[src/rtl/mm_arb_pkg.sv]
// mm_arb_pkg: shared definitions for the main-memory arbiter.
// Holds the FSM state encoding, port index constants, the latency
// counter width with its legal range, and a command legality helper.
// Optional feature macro used by this slice: MM_ARB_RR_EN (round-robin).
package mm_arb_pkg;

  typedef enum logic [1:0] {
    ST_IDLE   = 2'd0,
    ST_ACCESS = 2'd1,
    ST_DONE   = 2'd2
  } arb_state_e;

  localparam logic PORT_CPU = 1'b0;
  localparam logic PORT_LDR = 1'b1;

  localparam int CNT_W       = 4;
  localparam int MEM_LAT_MIN = 1;
  localparam int MEM_LAT_MAX = 15;

  // A command is legal only when exactly one of rd/wr is asserted.
  function automatic logic cmd_is_legal(input logic rd, input logic wr);
    return rd ^ wr;
  endfunction

endpackage

[src/rtl/mm_arb_pick.sv]
// mm_arb_pick: combinational winner selection between the CPU port and
// the loader port. With MM_ARB_RR_EN defined, a tie goes to the port that
// did not receive the previous grant; otherwise the CPU port wins ties.
module mm_arb_pick
  import mm_arb_pkg::*;
(
  input  logic m0_req,
  input  logic m1_req,
`ifdef MM_ARB_RR_EN
  input  logic last_grant,
`endif
  output logic grant_valid,
  output logic grant_idx
);

  // Pick a winner; a lone requester always wins regardless of build.
  always_comb begin
    grant_valid = m0_req | m1_req;
    grant_idx   = PORT_CPU;
    if (m0_req && m1_req) begin
`ifdef MM_ARB_RR_EN
      grant_idx = ~last_grant;
`else
      grant_idx = PORT_CPU;
`endif
    end else if (m1_req) begin
      grant_idx = PORT_LDR;
    end
  end

endmodule

[src/rtl/mm_arbiter.sv]
// mm_arbiter: shares one main memory between the CPU (port 0) and the
// boot/DMA loader (port 1). A granted command is latched in IDLE, the
// memory strobes are held for MEM_LAT cycles in ACCESS, and a one-cycle
// ack (plus err for an illegal command) is returned in DONE.
// Optional feature macro: MM_ARB_RR_EN selects round-robin arbitration.
module mm_arbiter
  import mm_arb_pkg::*;
#(
  parameter int ADDR_W  = 32,
  parameter int DATA_W  = 32,
  parameter int MEM_LAT = 1
) (
  input  logic              clk,
  input  logic              rst,
  input  logic              m0_req,
  input  logic              m0_rd,
  input  logic              m0_wr,
  input  logic [ADDR_W-1:0] m0_addr,
  input  logic [DATA_W-1:0] m0_wdata,
  output logic [DATA_W-1:0] m0_rdata,
  output logic              m0_ack,
  input  logic              m1_req,
  input  logic              m1_rd,
  input  logic              m1_wr,
  input  logic [ADDR_W-1:0] m1_addr,
  input  logic [DATA_W-1:0] m1_wdata,
  output logic [DATA_W-1:0] m1_rdata,
  output logic              m1_ack,
  output logic              mem_rd,
  output logic              mem_wr,
  output logic [ADDR_W-1:0] mem_addr,
  output logic [DATA_W-1:0] mem_wdata,
  input  logic [DATA_W-1:0] mem_rdata,
  output logic              busy,
  output logic              owner,
  output logic              err
);

  // Out-of-range latencies are clamped so the 4-bit counter never wraps.
  localparam int LAT_CLAMPED = (MEM_LAT < MEM_LAT_MIN) ? MEM_LAT_MIN :
                               (MEM_LAT > MEM_LAT_MAX) ? MEM_LAT_MAX : MEM_LAT;
  localparam logic [CNT_W-1:0] CNT_LOAD = CNT_W'(LAT_CLAMPED);
  localparam logic [CNT_W-1:0] CNT_LAST = CNT_W'(1);

  arb_state_e          state_q, state_d;
  logic [CNT_W-1:0]    cnt_q, cnt_d;
  logic                owner_q, owner_d;
  logic                rd_q, rd_d;
  logic                wr_q, wr_d;
  logic [ADDR_W-1:0]   addr_q, addr_d;
  logic [DATA_W-1:0]   wdata_q, wdata_d;
  logic [DATA_W-1:0]   m0_rdata_q, m0_rdata_d;
  logic [DATA_W-1:0]   m1_rdata_q, m1_rdata_d;

  logic                grant_valid;
  logic                grant_idx;
  logic                sel_rd;
  logic                sel_wr;
  logic [ADDR_W-1:0]   sel_addr;
  logic [DATA_W-1:0]   sel_wdata;

`ifdef MM_ARB_RR_EN
  logic last_grant_q, last_grant_d;
`endif

  mm_arb_pick u_pick (
    .m0_req      (m0_req),
    .m1_req      (m1_req),
`ifdef MM_ARB_RR_EN
    .last_grant  (last_grant_q),
`endif
    .grant_valid (grant_valid),
    .grant_idx   (grant_idx)
  );

`ifdef MM_ARB_RR_EN
  // Remember who was granted last so the next tie goes the other way.
  always_comb begin
    last_grant_d = last_grant_q;
    if (state_q == ST_IDLE && grant_valid) begin
      last_grant_d = grant_idx;
    end
  end

  // Reset to the loader so the CPU wins the very first tie.
  always_ff @(posedge clk or posedge rst) begin
    if (rst) begin
      last_grant_q <= PORT_LDR;
    end else begin
      last_grant_q <= last_grant_d;
    end
  end
`endif

  // Route the winning port's command fields toward the latch registers.
  always_comb begin
    sel_rd    = m0_rd;
    sel_wr    = m0_wr;
    sel_addr  = m0_addr;
    sel_wdata = m0_wdata;
    if (grant_idx == PORT_LDR) begin
      sel_rd    = m1_rd;
      sel_wr    = m1_wr;
      sel_addr  = m1_addr;
      sel_wdata = m1_wdata;
    end
  end

  // Next-state logic: latch in IDLE, count down in ACCESS, ack in DONE.
  always_comb begin
    state_d    = state_q;
    cnt_d      = cnt_q;
    owner_d    = owner_q;
    rd_d       = rd_q;
    wr_d       = wr_q;
    addr_d     = addr_q;
    wdata_d    = wdata_q;
    m0_rdata_d = m0_rdata_q;
    m1_rdata_d = m1_rdata_q;
    case (state_q)
      ST_IDLE: begin
        if (grant_valid) begin
          owner_d = grant_idx;
          rd_d    = sel_rd;
          wr_d    = sel_wr;
          addr_d  = sel_addr;
          wdata_d = sel_wdata;
          if (cmd_is_legal(sel_rd, sel_wr)) begin
            cnt_d   = CNT_LOAD;
            state_d = ST_ACCESS;
          end else begin
            // Illegal command skips memory entirely and clears rdata.
            cnt_d   = '0;
            state_d = ST_DONE;
            if (grant_idx == PORT_CPU) begin
              m0_rdata_d = '0;
            end else begin
              m1_rdata_d = '0;
            end
          end
        end
      end
      ST_ACCESS: begin
        cnt_d = cnt_q - CNT_LAST;
        if (cnt_q == CNT_LAST) begin
          state_d = ST_DONE;
          if (rd_q) begin
            if (owner_q == PORT_CPU) begin
              m0_rdata_d = mem_rdata;
            end else begin
              m1_rdata_d = mem_rdata;
            end
          end
        end
      end
      ST_DONE: begin
        state_d = ST_IDLE;
      end
      default: begin
        state_d = ST_IDLE;
      end
    endcase
  end

  // State and datapath registers; reset aborts any transfer in flight.
  always_ff @(posedge clk or posedge rst) begin
    if (rst) begin
      state_q    <= ST_IDLE;
      cnt_q      <= '0;
      owner_q    <= PORT_CPU;
      rd_q       <= 1'b0;
      wr_q       <= 1'b0;
      addr_q     <= '0;
      wdata_q    <= '0;
      m0_rdata_q <= '0;
      m1_rdata_q <= '0;
    end else begin
      state_q    <= state_d;
      cnt_q      <= cnt_d;
      owner_q    <= owner_d;
      rd_q       <= rd_d;
      wr_q       <= wr_d;
      addr_q     <= addr_d;
      wdata_q    <= wdata_d;
      m0_rdata_q <= m0_rdata_d;
      m1_rdata_q <= m1_rdata_d;
    end
  end

  // Outputs decode straight from state so reset drops strobes at once.
  always_comb begin
    mem_rd    = 1'b0;
    mem_wr    = 1'b0;
    mem_addr  = '0;
    mem_wdata = '0;
    m0_ack    = 1'b0;
    m1_ack    = 1'b0;
    err       = 1'b0;
    busy      = (state_q != ST_IDLE);
    owner     = owner_q;
    m0_rdata  = m0_rdata_q;
    m1_rdata  = m1_rdata_q;
    if (state_q == ST_ACCESS) begin
      mem_rd    = rd_q;
      mem_wr    = wr_q;
      mem_addr  = addr_q;
      mem_wdata = wdata_q;
    end
    if (state_q == ST_DONE) begin
      m0_ack = (owner_q == PORT_CPU);
      m1_ack = (owner_q == PORT_LDR);
      err    = ~cmd_is_legal(rd_q, wr_q);
    end
  end

endmodule

[config.mk]
export PLATFORM = sky130hd
export DESIGN_NAME = mm_arbiter
export DESIGN_NICKNAME = d
export VERILOG_FILES = /design/src/rtl/mm_arb_pkg.sv /design/src/rtl/mm_arb_pick.sv /design/src/rtl/mm_arbiter.sv
export SDC_FILE = /design/constraint.sdc
export NUM_CORES = 1
export LEC_CHECK = 0
export ABC_AREA = 1
export CAP_MARGIN = 20
export CORE_ASPECT_RATIO = 1.5
export CORE_MARGIN = 2
export CORE_UTILIZATION = 43
export CTS_BUF_LIST = sky130_fd_sc_hd__clkbuf_4 sky130_fd_sc_hd__clkbuf_8
export CTS_CLUSTER_DIAMETER = 150
export DETAILED_ROUTE_END_ITERATION = 16
export HOLD_SLACK_MARGIN = 0.08
export PLACE_DENSITY = 0.87
export SLEW_MARGIN = 20
export SYNTH_ARGS = -nofsm -noshare
export SYNTH_HDL_FRONTEND = slang
export SYNTH_SLANG_ARGS = --single-unit
[constraint.sdc]
create_clock -name clk -period 5.5 [get_ports clk]
set_input_delay 1.1 -clock clk [delete_from_list [all_inputs] [get_ports clk]]
set_output_delay 1.1 -clock clk [all_outputs]
set_load 0.005 [all_outputs]
==> impl_results.md <==
- Maximum clock rate: 262 MHz
- Biggest area consumer among synthesized cells: dfrtp_1
- # DRC: 0
- CTS Root Cell: clkbuf_8
- Hold_buf cts: 0
- Layout cell share with drive strength beyond 1: 0.0484
- Tightest Pin Transition: 0.930 ns
- Row count: 56
- Die Ht: 157 um
- Filler instances: 1231
- Final TNS setup: 0 ns
- Endpoints failing setup: 0
- Post_cts resized: 0
- CP Launch Type: flip-flop
- DR vias: 6909
- Die area: 16700 um^2
- Required @ worst endpoint: 4.40 ns
- Die X-Extent: 106 um
- Count of cell types in the netlist: 24
- NumNets Final: about 1300
- Mean post-synth cell area: 7.82 um^2
- Max-slew headroom: 0.379
- Antenna Nets Post-Route: 0
- Synthesized flop and latch total: 137
- Initial antenna violation count: 0
- All-Layer GR Usage: 0.245
- RSZ-0062 raised after global routing: no
- Asr flop ratio synth: 1.00
- Clock transition at path regs: approximately 0.080 ns
- Post-route cell area: 10200 um^2
- Worst path max stage delay: 0.56 ns
- Warnings from Yosys: 0
- Power Total: around 5300 uW
- Element type at the critical path end: primary output
- Max-cap violation count: 0
- Leakage: 0.00483 uW
- CP Cell Sequence: inv_1, nand2_4, buf_4, nor2_1, clkdlybuf4s50_1
- Critical path class: flip-flop to primary output
- Setup slack at placement: 1.44 ns
- Global-route wire length before repair: ~33000 um
- Worst Path Max Fanout: 62
- Clk_lat worst skew: 0.45 ns
- Max Slew Vio Count: 0
- Power Density: 522 nW/um^2
- Crit path buffers/inverters: 3
- Final worst path period share: 0.694
- Area contributors post-synth: dfrtp_1 51%, nor2_1 9.4%, nand2_1 8.9%
- Top cell family by delay on the critical path: buffers and inverters
- Cell Area, Synth: 6730 um^2
- Final Hold Violating Endpoints: 0
- Maximum vdd drop: 0.325 mV
- HP Class: flip-flop to flip-flop
- CTS tree: yes
- I/O Pins: just over 300
- Ant diodes: 0
- Drt total wl: 20300 um
- Setup repair bufs after CTS: 0
- Sink Count: 137
- Initial core utilization: 0.435
- Largest net degree at the start of global routing: 106
- Most frequent cells in the layout: 302 x clkdlybuf4s50_1, 167 x nor2_1, 157 x nand2_1
- CTS Buf Count: 17
- Wirelength per Cell: 15.2 um
- Port bufs: 302
- Fin worst setup slack: 1.68 ns
- Number of global-route vias before repair: 6796
- Core box area: 15500 um^2
- Vias/cell: ~5.2
- Worst hold slack: 0.476 ns
- Clk buf depth: 2
- H-tree depth: 4
- RD Place Congestion: 0.837
- Layout area overhead: 52.2%
- Synth Net Count: 1031
- Total gr overflow: 0
- Tmin final: 3.82 ns
- Dpl cell area: 9790 um^2
- Clock Skews: 0.0171 ns
- Outcome: finished clean
- Data arrival time of the critical path: 2.72 ns
- Top_reg_cell synth: dfrtp_1
- Top cell type's share of synthesized area: 0.509
- Post-synth EDFFs: 0
- Synth Instances: 861
- CP max stage cell: nand2_4
- First drt pass iteration count: 5
- Dpl hpwl: 14000 um
- Sequential area share after synthesis: 0.509
- Most common cell after layout, fill and taps aside: clkdlybuf4s50_1
- DR iter-0 viols: 391
[Yosys cell counts, drive strengths merged, types with 2 or more instances]
cell type,count
a21oi,2
buf,44
clkbuf,22
dfrtp,137
ha,2
inv,112
nand2,160
nand3,7
nand4,64
nor2,170
nor3,2
o21ai,70
o22ai,65
[layout make-up]
| class | instances | area (um^2) | share of cell area |
|---|---|---|---|
| flip-flops and latches | 137 | 3430 | 0.335 |
| repair buffers | 309 | 3090 | 0.301 |
| well taps | 203 | 254 | 0.0248 |
| inverters | 112 | 427 | 0.0417 |
| clock inverters | 14 | 210 | 0.0205 |
| clock buffers | 18 | 241 | 0.0236 |
| multi-input cells | 546 | 2590 | 0.253 |
[cells by family after synthesis]
kind of cell             count (synthesis)  share of synthesized area
AO/OA/AOI/OAI                          138                      0.119
multiplexers                             1                    0.00149
AND/OR/NAND/NOR                        405                      0.257
adder cells (fa/ha/maj)                  2                    0.00372
buffers and inverters                  178                      0.109
flip-flops                             137                      0.509
[tightest hold or removal path: stages (launching register included)]
cell	delay (ns)
dfrtp_1	0.35
nand2_1	0.05
nand2_1	0.05
[power by group]
part | internal [uW] | switching, uW
logic | 1250 | 1390
registers | 1510 | 233
clock network | 514 | 451
total | 3270 | 2080
[state kept, by name, indices dropped and copies added (netlist names)]
signal and cells:
addr_q 32, m0_rdata 32, m1_rdata 32, wdata_q 32, cnt_q 4, state_q 2, owner 1, rd_q 1
wr_q 1
[per-stage QoR]
step,cells,util
after detailed placement,1307,0.632
final,1339,0.661
after CTS,1339,0.661
after global placement,1307,0.632
after global routing,1339,0.661
after floorplan,861,-
[layer usage]
layer | up-vias | track usage | share of wire
li1 | 3303 | - | -
met1 | 3223 | 0.283 | 0.37
met2 | 334 | 0.429 | 0.52
met3 | 49 | 0.0625 | 0.078
met4 | 0 | 0.107 | 0.031
met5 | - | 0 | 0
[final timing paths]
kind | depth (start not counted) | start | slack (ns) | endpoint
worst min register to register | 2 | m1_rdata[20] | 0.48 | m1_rdata[20]
worst min-delay path | 2 | m1_rdata[20] | 0.48 | m1_rdata[20]
max in group asynchronous | 3 | rst | 3.22 | cnt_q[1]
worst max register to register | 7 | state_q[1] | 2.06 | m1_rdata[27]
worst max-delay path | 5 | state_q[1] | 1.68 | mem_wdata[29]
min in group asynchronous | 2 | rst | 1.27 | m0_rdata[30]
No activity file was read; power rests on OpenSTA's default activity.
